[src/rtl/thread_issue_scheduler.sv]
//==============================================================================
// Module   : thread_issue_scheduler
// Purpose  : Per-cycle issue scheduler for a multithreaded 5-stage pipeline.
//            Each cycle picks one thread round-robin among threads that hold a
//            decoded instruction with no register hazard. A per-thread
//            register scoreboard marks destinations busy at issue and frees
//            them on write-back.
// Ports    :
//    clk                 clock; all state updates on the rising edge
//    reset               synchronous, active-high reset
//    stall               downstream cannot accept an issue this cycle
//    thread_ready        bit t: thread t has a valid decoded instruction
//    src_a / src_b / dst per-thread register indices, thread t in slice t
//    dst_valid           bit t: thread t's instruction writes dst
//    wb_flag             write-back is writing a register this cycle
//    wb_reg_index        register being written back
//    wb_thread_index     thread being written back
//    issue_valid         registered; an instruction issued
//    issue_thread_index  registered; index of the issued thread (holds when idle)
//    issue_grant         registered; one-hot grant, zero when issue_valid=0
//    thread_idle         registered; bit t=1 when thread t has no busy register
// Revision : 1.0 - initial release
//==============================================================================
`default_nettype none

module thread_issue_scheduler #(
   parameter int NUM_THREADS       = 8,
   parameter int THREAD_INDEX_BITS = 3,
   parameter int REG_INDEX_BITS    = 5
) (
   input  logic                                   clk,
   input  logic                                   reset,
   input  logic                                   stall,
   input  logic [NUM_THREADS-1:0]                 thread_ready,
   input  logic [NUM_THREADS*REG_INDEX_BITS-1:0]  src_a,
   input  logic [NUM_THREADS*REG_INDEX_BITS-1:0]  src_b,
   input  logic [NUM_THREADS*REG_INDEX_BITS-1:0]  dst,
   input  logic [NUM_THREADS-1:0]                 dst_valid,
   input  logic                                   wb_flag,
   input  logic [REG_INDEX_BITS-1:0]              wb_reg_index,
   input  logic [THREAD_INDEX_BITS-1:0]           wb_thread_index,
   output logic                                   issue_valid,
   output logic [THREAD_INDEX_BITS-1:0]           issue_thread_index,
   output logic [NUM_THREADS-1:0]                 issue_grant,
   output logic [NUM_THREADS-1:0]                 thread_idle
);

   localparam int c_NUM_REGS = 2**REG_INDEX_BITS;
   localparam logic [c_NUM_REGS-1:0]  c_REG_ONE    = {{(c_NUM_REGS-1){1'b0}}, 1'b1};
   localparam logic [NUM_THREADS-1:0] c_THREAD_ONE = {{(NUM_THREADS-1){1'b0}}, 1'b1};

   // Scoreboard and round-robin pointer
   logic [c_NUM_REGS-1:0]        r_busy [NUM_THREADS];
   logic [THREAD_INDEX_BITS-1:0] r_rr_ptr;

   // Combinational decision signals
   logic [c_NUM_REGS-1:0]        w_eff_busy  [NUM_THREADS];
   logic [c_NUM_REGS-1:0]        w_busy_next [NUM_THREADS];
   logic [NUM_THREADS-1:0]       w_eligible;
   logic [NUM_THREADS-1:0]       w_idle_next;
   logic                         w_win_valid;
   logic [THREAD_INDEX_BITS-1:0] w_win_idx;
   logic [THREAD_INDEX_BITS-1:0] w_cand;
   logic                         w_issue;

   assign w_issue = w_win_valid & ~stall;

   //---------------------------------------------------------------------------
   // Per-thread hazard check and scoreboard next state
   //---------------------------------------------------------------------------
   generate
      for (genvar t = 0; t < NUM_THREADS; t++) begin : g_thread
         logic [REG_INDEX_BITS-1:0] w_sa;
         logic [REG_INDEX_BITS-1:0] w_sb;
         logic [REG_INDEX_BITS-1:0] w_d;
         logic [c_NUM_REGS-1:0]     w_clr_mask;
         logic [c_NUM_REGS-1:0]     w_set_mask;

         assign w_sa = src_a[t*REG_INDEX_BITS +: REG_INDEX_BITS];
         assign w_sb = src_b[t*REG_INDEX_BITS +: REG_INDEX_BITS];
         assign w_d  = dst  [t*REG_INDEX_BITS +: REG_INDEX_BITS];

         // Register being written back this cycle counts as free (bypass)
         assign w_clr_mask = (wb_flag && (wb_thread_index == THREAD_INDEX_BITS'(t)))
                             ? (c_REG_ONE << wb_reg_index) : '0;

         assign w_eff_busy[t] = r_busy[t] & ~w_clr_mask;

         // Bit 0 of r_busy is never set, so r0 operands always pass
         assign w_eligible[t] = thread_ready[t]
                              & ~w_eff_busy[t][w_sa]
                              & ~w_eff_busy[t][w_sb]
                              & ~(dst_valid[t] & w_eff_busy[t][w_d]);

         assign w_set_mask = (w_issue && (w_win_idx == THREAD_INDEX_BITS'(t)) && dst_valid[t])
                             ? (c_REG_ONE << w_d) : '0;

         // Set is OR'ed in after the clear so a same-edge set wins;
         // r0 is masked so it can never become busy.
         assign w_busy_next[t] = ((r_busy[t] & ~w_clr_mask) | w_set_mask) & ~c_REG_ONE;

         assign w_idle_next[t] = ~|w_busy_next[t];
      end
   endgenerate

   //---------------------------------------------------------------------------
   // Round-robin arbiter: scan from r_rr_ptr upward. Walking the offsets from
   // highest to lowest lets the smallest offset overwrite the result last.
   // Wrap relies on NUM_THREADS == 2**THREAD_INDEX_BITS.
   //---------------------------------------------------------------------------
   always_comb begin
      w_win_valid = 1'b0;
      w_win_idx   = '0;
      w_cand      = '0;
      for (int k = NUM_THREADS - 1; k >= 0; k--) begin
         w_cand = r_rr_ptr + THREAD_INDEX_BITS'(k);
         if (w_eligible[w_cand]) begin
            w_win_valid = 1'b1;
            w_win_idx   = w_cand;
         end
      end
   end

   //---------------------------------------------------------------------------
   // State and registered outputs
   //---------------------------------------------------------------------------
   always_ff @(posedge clk) begin
      if (reset) begin
         for (int t = 0; t < NUM_THREADS; t++) begin
            r_busy[t] <= '0;
         end
         r_rr_ptr           <= '0;
         issue_valid        <= 1'b0;
         issue_thread_index <= '0;
         issue_grant        <= '0;
         thread_idle        <= '1;
      end else begin
         for (int t = 0; t < NUM_THREADS; t++) begin
            r_busy[t] <= w_busy_next[t];
         end
         if (w_issue) begin
            issue_valid        <= 1'b1;
            issue_thread_index <= w_win_idx;
            issue_grant        <= c_THREAD_ONE << w_win_idx;
            r_rr_ptr           <= w_win_idx + THREAD_INDEX_BITS'(1);
         end else begin
            // issue_thread_index and r_rr_ptr intentionally hold
            issue_valid <= 1'b0;
            issue_grant <= '0;
         end
         thread_idle <= w_idle_next;
      end
   end

endmodule

`default_nettype wire

[config.mk]
export PLATFORM = sky130hd
export DESIGN_NAME = thread_issue_scheduler
export DESIGN_NICKNAME = d
export VERILOG_FILES = /design/src/rtl/thread_issue_scheduler.sv
export SDC_FILE = /design/constraint.sdc
export NUM_CORES = 1
export LEC_CHECK = 0
export BUFFER_PORTS_ARGS = -buffer_cell sky130_fd_sc_hd__buf_2
export CELL_PAD_IN_SITES_DETAIL_PLACEMENT = 2
export CELL_PAD_IN_SITES_GLOBAL_PLACEMENT = 2
export CORE_MARGIN = 1.5
export CORE_UTILIZATION = 35
export DETAILED_ROUTE_END_ITERATION = 6
export PLACE_DENSITY_LB_ADDON = 0.1
export SYNTH_ARGS = -nofsm -noshare
export SYNTH_HDL_FRONTEND = slang
export SYNTH_SLANG_ARGS = --single-unit
[constraint.sdc]
create_clock -name clk -period 6.9 [get_ports clk]
set_input_delay 0 -clock clk [delete_from_list [all_inputs] [get_ports clk]]
set_output_delay 0 -clock clk [all_outputs]
set_load 0.02 [all_outputs]
==> results of run 1 <==
==> how the worst min path moves through the flow <==
stage                                   start                            endpoint  slack [ps]  cells past startpoint
floorplan                              dst[8]            r_busy[0][33]$_SDFF_PP0_         180                      2
global placement       issue_valid$_SDFF_PP0_                         issue_valid         420                      1
detailed placement  issue_grant[4]$_SDFF_PP0_                      issue_grant[4]         420                      1
CTS                              dst_valid[4]             r_busy[1][4]$_SDFF_PP0_           1                      4
global route                     dst_valid[4]           thread_idle[4]$_SDFF_PP1_          20                      4
finish                                  stall  issue_thread_index[0]$_SDFFE_PP0N_          30                      3
==> metal layers <==
metal	global-route usage [%]	share of wire, %	wire length, um	up-vias
li1	-	-	-	11800
met1	49.3	42	53300	14300
met2	63.9	47	60200	1257
met3	5.44	6.6	8340	330
met4	16.1	4.2	5400	2
met5	0	0.010	13	-
==> logic make-up after synthesis <==
logic type | after synthesis
AO/OA/AOI/OAI | 1048
AND/OR/NAND/NOR | 998
adder cells (fa/ha/maj) | 8
buffers and inverters | 370
XOR/XNOR | 16
flip-flops | 271
multiplexers | 124
==> state kept, by name, indices dropped and copies added, names as in the netlist <==
register / cells
issue_grant: 8
r_rr_ptr: 3
thread_idle: 8
issue_valid: 1
issue_thread_index: 3
r_busy: 248
==> metrics by stage <==
| step | instances | worst slack, ps |
|---|---|---|
| finish | 3894 | 182 |
| global placement | 3790 | 297 |
| floorplan | 2835 | 1560 |
| global route | 3894 | 6.01 |
| detailed placement | 3790 | 159 |
| CTS | 3891 | 320 |
==> cell usage after synthesis (43+ instances only) <==
library cell / instances / share of area [%]
nor3_1: 72 / 1.6
o211ai_1: 43 / 1.4
buf_2: 60 / 1.3
o31ai_1: 238 / 8.0
inv_1: 67 / 1.1
mux4_2: 60 / 6.1
clkbuf_1: 198 / 3.3
mux2i_1: 45 / 2.0
nand2_1: 191 / 3.2
nor2_1: 167 / 2.8
nand3_1: 107 / 2.4
o32ai_1: 83 / 3.3
o22ai_1: 116 / 3.3
nand4_1: 120 / 3.4
o311ai_0: 53 / 2.1
or3_1: 54 / 1.5
dfxtp_1: 271 / 24
nor2b_1: 45 / 1.3
a21oi_1: 135 / 3.0
o21ai_0: 64 / 1.4
==> what timing repair did <==
item | in CTS | in global routing
hold endpoints to repair | 161 | 0
hold buffers | 34 | 0
endpoints found under the setup margin | 0 | 1
gates resized for setup | 0 | 1
==> worst max-delay path: stages <==
cell and delay (ps):
buf_2 400, or3b_2 760, buf_12 290, o31ai_1 760, o221ai_1 230, o22ai_1 190, a41oi_1 60, o22ai_1 600
nand3_1 250, o21ai_1 560, mux4_2 400, o21ba_2 150, o21a_1 130, a21oi_1 70, o22a_1 230, inv_1 130
ha_1 440, nand2_1 290, nor3_1 200, buf_4 200, nand4_1 90, dlygate4sd3_1 580, a21oi_1 130
==> layout make-up <==
cell class | count | area share (%)
Sequential cell | 271 | 20.4
Multi-Input combinational cell | 2194 | 58.1
Timing Repair Buffer | 435 | 11.5
Antenna cell | 3 | 0.0282
Tap cell | 846 | 3.98
Clock inverter | 8 | 0.621
Clock buffer | 59 | 4.30
Inverter | 78 | 1.10
==> power groups by stage <==
| stage | Clock, mW | Combinational [mW] | Sequential (mW) |
|---|---|---|---|
| after CTS | 2.18 | 2.39 | 1.65 |
| final | 2.16 | 2.45 | 1.65 |
| after floorplan | 0 | 1.31 | 1.70 |
| after global placement | 0 | 2.32 | 1.69 |
| after global routing | 2.24 | 2.57 | 1.66 |
| after detailed placement | 0 | 2.36 | 1.69 |
==> results.py, run 1 <==
metrics = {
    "synth": {
        "ys.flop_type": "dfxtp_1",
        "synth_edf_count": 0,
        "syn_inst": 2835,
        "syn_nets": 2991,
        "syn-mean-instance-area_um2": 7.86,
        "async_flop_share_pct": 0,
        "synth_compound_area_share_pct": 34.7,
        "seq_area_frac_synth_pct": 24.4,
        "synth_top_family_by_area": "compound AO/OA/AOI/OAI gates",
        "synth_cell_type_count": 93,
        "synth_mux_area_share_pct": 9.05,
        "ys_seq_elements": 271,
        "synthSimpleGateAreaFrac_pct": 24.2,
        "yosys_warnings": 0,
        "syn_area_um2": 22300,
        "synth-xor-area-share_pct": 0.629,
        "yosys.area_share.adder_pct": 0.449,
    },
    "power_and_ir_drop": {
        "power_mw": 6.27,
        "p_leak_nw": 9.12,
        "p_seq_share_pct": 26.4,
        "clock_power_share_pct": 34.5,
        "p_sw_mw": 2.51,
        "switching_share_pct": 40.1,
        "power_density_nw_per_um2": 236,
        "p_int_mw": 3.75,
        "pwr-share-comb_pct": 39.1,
        "peakVddDrop_uv": 138,
    },
    "clock_network": {
        "cts_setup_buffers": 0,
        "h-tree-depth": 2,
        "clkLatencyLatePin_ps": 580,
        "cts_tree": "yes",
        "cts_buffer_depth": 3,
        "cts_buffers": 39,
        "cts_root_buf": "clkbuf_16",
        "cts_sinks": 271,
        "clkSlewWorstSetupHoldPaths_ps": 60,
    },
    "setup_path": {
        "critical_path_arrival_ps": 7210,
        "r2r_end": "r_busy[1][66]$_SDFF_PP0_",
        "cp-startpoint": "wb_reg_index[2]",
        "reg2reg_from": "r_busy[0][9]$_SDFF_PP0_",
        "reg2reg_slack_ps": 820,
        "worst_setup_path_start_kind": "primary input",
        "cp_max_fo": 23,
        "crit_type": "primary input to flop",
        "endpoint": "r_busy[0][34]$_SDFF_PP0_",
        "end_kind": "flop",
        "r2r_cells": 20,
        "required_ps": 7400,
    },
    "route": {
        "routed-via-count": 27600,
        "totalWireLength_um": 127000,
        "ant_nets": 0,
        "remaining_drc_errors": 0,
        "wl_per_cell_um": 32.7,
        "via_per_inst": 7.10,
        "drtIter0Drc": 2536,
        "drt_pass1_iterations": 5,
    },
    "sta": {
        "finalHoldWorstSlack_ps": 27.9,
        "fin_crit_sh_pct": 97.4,
        "worst_pin_slew_ps": 1160,
        "min_period_ps": 6720,
        "rsz0062_at_grt": "no",
        "fin_worst_skew_ps": 19.6,
        "final_hold_viol_count": 0,
        "setup_viol": 0,
        "slew-limit-headroom_pct": 21.3,
        "tns_ps": 0,
        "slew_violations": 0,
        "fmax_ghz": 0.149,
    },
    "placement": {
        "place_area_um2": 24900,
        "gp_congestion": 0.939,
        "dp_hpwl_um": 90800,
        "numPortBuffers": 167,
    },
    "cells_and_area": {
        "layout_commonest_cell": "dfxtp_1",
        "drive_above_1_share_pct": 19.8,
        "layout.area.seq_um2": 5430,
        "fin_util_pct": 42.3,
        "multi_input_area_um2": 15400,
        "num-nets-final": 3175,
        "syn2layout_area_growth_pct": 19.4,
        "mostFrequentLayoutCells": "dfxtp_1 (271), o31ai_1 (238), buf_4 (224)",
        "final_cell_area_um2": 26600,
        "fillerInstances": 7211,
    },
    "status": {
        "status": "finished clean",
    },
    "floorplanning": {
        "core_area_um2": 63000,
        "start_util_pct": 35.4,
        "io_pins": 168,
        "fp.dieW_um": 255,
        "die_area_um2": 65200,
        "rows": 92,
        "die_y_um": 255,
    },
    "global_route": {
        "grt_pass1_vias": 28600,
        "globalRouteOverflowTotal": 0,
        "grtUsageTotal_pct": 38.3,
        "grt_pass1_wl_um": 190000,
        "antenna_found_initial": 6,
        "grt_max_degree": 165,
    },
    "worst_hold_path": {
        "hold_path_class": "primary input to flop",
    },
    "flow_run": {
        "cap_violations": 0,
    },
}
No activity file was read; power rests on OpenSTA's default activity.
==> inputs of run 2 (changes only) <==
CORE_UTILIZATION = 25   (was 35)
MAX_ROUTING_LAYER = met4   (was unset)
==> results.py, run 2 (same netlist as run 1, synthesis figures left out) <==
metrics = {
    "cells_and_area": {
        "num-nets-final": 3212,
        "mostFrequentLayoutCells": "dfxtp_1 (271), buf_4 (258), o31ai_1 (214)",
        "final_cells": 4259,
        "layout_commonest_cell": "dfxtp_1",
        "syn2layout_area_growth_pct": 23.5,
        "final_cell_area_um2": 27500,
        "largest_reg_flops": 248,
        "top_register": "r_busy",
        "multi_input_area_um2": 15600,
        "fillerInstances": 10100,
        "drive_above_1_share_pct": 22.0,
        "layout.area.seq_um2": 5430,
        "reg_top3": "r_busy (248), issue_grant (8), thread_idle (8)",
        "fin_util_pct": 31.1,
    },
    "power_and_ir_drop": {
        "peakVddDrop_uv": 161,
        "p_leak_nw": 9.34,
        "power_density_nw_per_um2": 228,
    },
    "clock_network": {
        "clkSlewWorstSetupHoldPaths_ps": 50,
        "cts_tree": "yes",
        "cts_buffers": 41,
        "cts_buffer_depth": 3,
        "clkLatencyLatePin_ps": 590,
        "cts_root_buf": "clkbuf_16",
        "cts_sinks": 271,
        "h-tree-depth": 2,
    },
    "route": {
        "totalWireLength_um": 136000,
        "via_per_inst": 6.38,
        "remaining_drc_errors": 0,
        "drtIter0Drc": 2101,
        "wl_per_cell_um": 31.9,
        "ant_nets": 0,
        "drt_pass1_iterations": 5,
        "routed-via-count": 27200,
    },
    "sta": {
        "min_period_ps": 6680,
        "fin_crit_sh_pct": 96.8,
        "final_hold_viol_count": 0,
        "tns_ps": 0,
        "fin_worst_skew_ps": 25.0,
        "worst_pin_slew_ps": 1040,
        "fmax_ghz": 0.150,
        "finalHoldWorstSlack_ps": 40.0,
        "slew-limit-headroom_pct": 30.4,
        "setup_viol": 0,
        "slew_violations": 0,
        "rsz0062_at_grt": "no",
    },
    "global_route": {
        "globalRouteOverflowTotal": 0,
        "grtUsageTotal_pct": 30.0,
        "grt_max_degree": 163,
        "grt_pass1_vias": 28800,
        "grt_pass1_wl_um": 201000,
        "antenna_found_initial": 8,
    },
    "floorplanning": {
        "rows": 109,
        "core_area_um2": 88400,
        "die_y_um": 301,
        "die_area_um2": 90900,
        "start_util_pct": 25.2,
        "io_pins": 168,
        "fp.dieW_um": 301,
    },
    "placement": {
        "numPortBuffers": 167,
        "gp_congestion": 0.930,
        "dp_hpwl_um": 99000,
        "place_area_um2": 25600,
        "place_inst": 4143,
    },
    "setup_path": {
        "end_kind": "flop",
        "worst_path_most_repeated_cell": "buf_4",
        "critical_path_arrival_ps": 7210,
        "cp_num_buf_inv": 7,
        "cp_max_fo": 34,
        "critical-path-top-delay-family": "compound AO/OA/AOI/OAI gates",
        "max_stage_delay_ps": 760,
        "crit_type": "primary input to flop",
        "required_ps": 7430,
        "worst_path_max_delay_cell": "o31ai_1",
        "worst_setup_path_start_kind": "primary input",
    },
    "worst_hold_path": {
        "hold_path_class": "primary input to flop",
    },
    "status": {
        "status": "finished clean",
    },
    "flow_run": {
        "cap_violations": 0,
    },
}
==> run 2: path summary, 6_finish.rpt <==
kind                                      start                                  to  slack, ps  cells after the start
min reg2reg  issue_thread_index[1]$_SDFFE_PP0N_  issue_thread_index[1]$_SDFFE_PP0N_        470                      2
min                                     dst[18]           r_busy[0][108]$_SDFF_PP0_         40                      4
max reg2reg            r_busy[0][49]$_SDFF_PP0_            r_busy[0][34]$_SDFF_PP0_        450                     23
max                             wb_reg_index[3]            r_busy[0][34]$_SDFF_PP0_        220                     25
==> run 2: power by group <==
| part | switching (mW) | total (mW) | internal [mW] |
|---|---|---|---|
| clock | 0.886 | 2.16 | 1.27 |
| sequential | 0.0457 | 1.66 | 1.61 |
| combinational | 1.66 | 2.46 | 0.805 |
==> run 2: metrics by stage <==
step | total power [mW] | worst slack (ps)
after floorplan | 3.01 | 1560
after global placement | 4.08 | 282
after detailed placement | 4.10 | 158
after CTS | 6.30 | 38.8
after global routing | 6.53 | 23.1
final | 6.28 | 223
==> run 2: metal layers <==
layer | vias to the layer above | wire length (um) | share of wire, % | track usage [%]
li1 | 11900 | - | - | -
met1 | 14200 | 61100 | 45 | 38.7
met2 | 828 | 64100 | 47 | 49.1
met3 | 236 | 6430 | 4.7 | 3.31
met4 | 0 | 4280 | 3.1 | 8.89
met5 | - | 0 | 0 | -
==> run 2: area by class of cell <==
class | instances | share of cell area (%)
antenna | 8 | 0.0728
clock buffer | 58 | 4.29
clock inverter | 15 | 0.550
inverter | 78 | 1.06
multi-input combinational | 2194 | 56.8
sequential | 271 | 19.7
tap | 1165 | 5.30
timing repair buffer | 470 | 12.2
==> run 2: what timing repair did <==
action                                 in CTS  in global routing
buffers inserted                            0                  2
resized for setup                           0                 36
hold buffers                               33                  0
endpoints found under the hold margin     149                  0
setup endpoints to repair                   0                  2
==> run 2: worst reg2reg max path, delay by kind of cell (launching register included) <==
family,cells,cell delay (ps)
flops,1,350
compound gates,8,1420
mux,2,1020
fa+ha+maj,1,370
buf+inv,6,1840
simple gates,6,1400
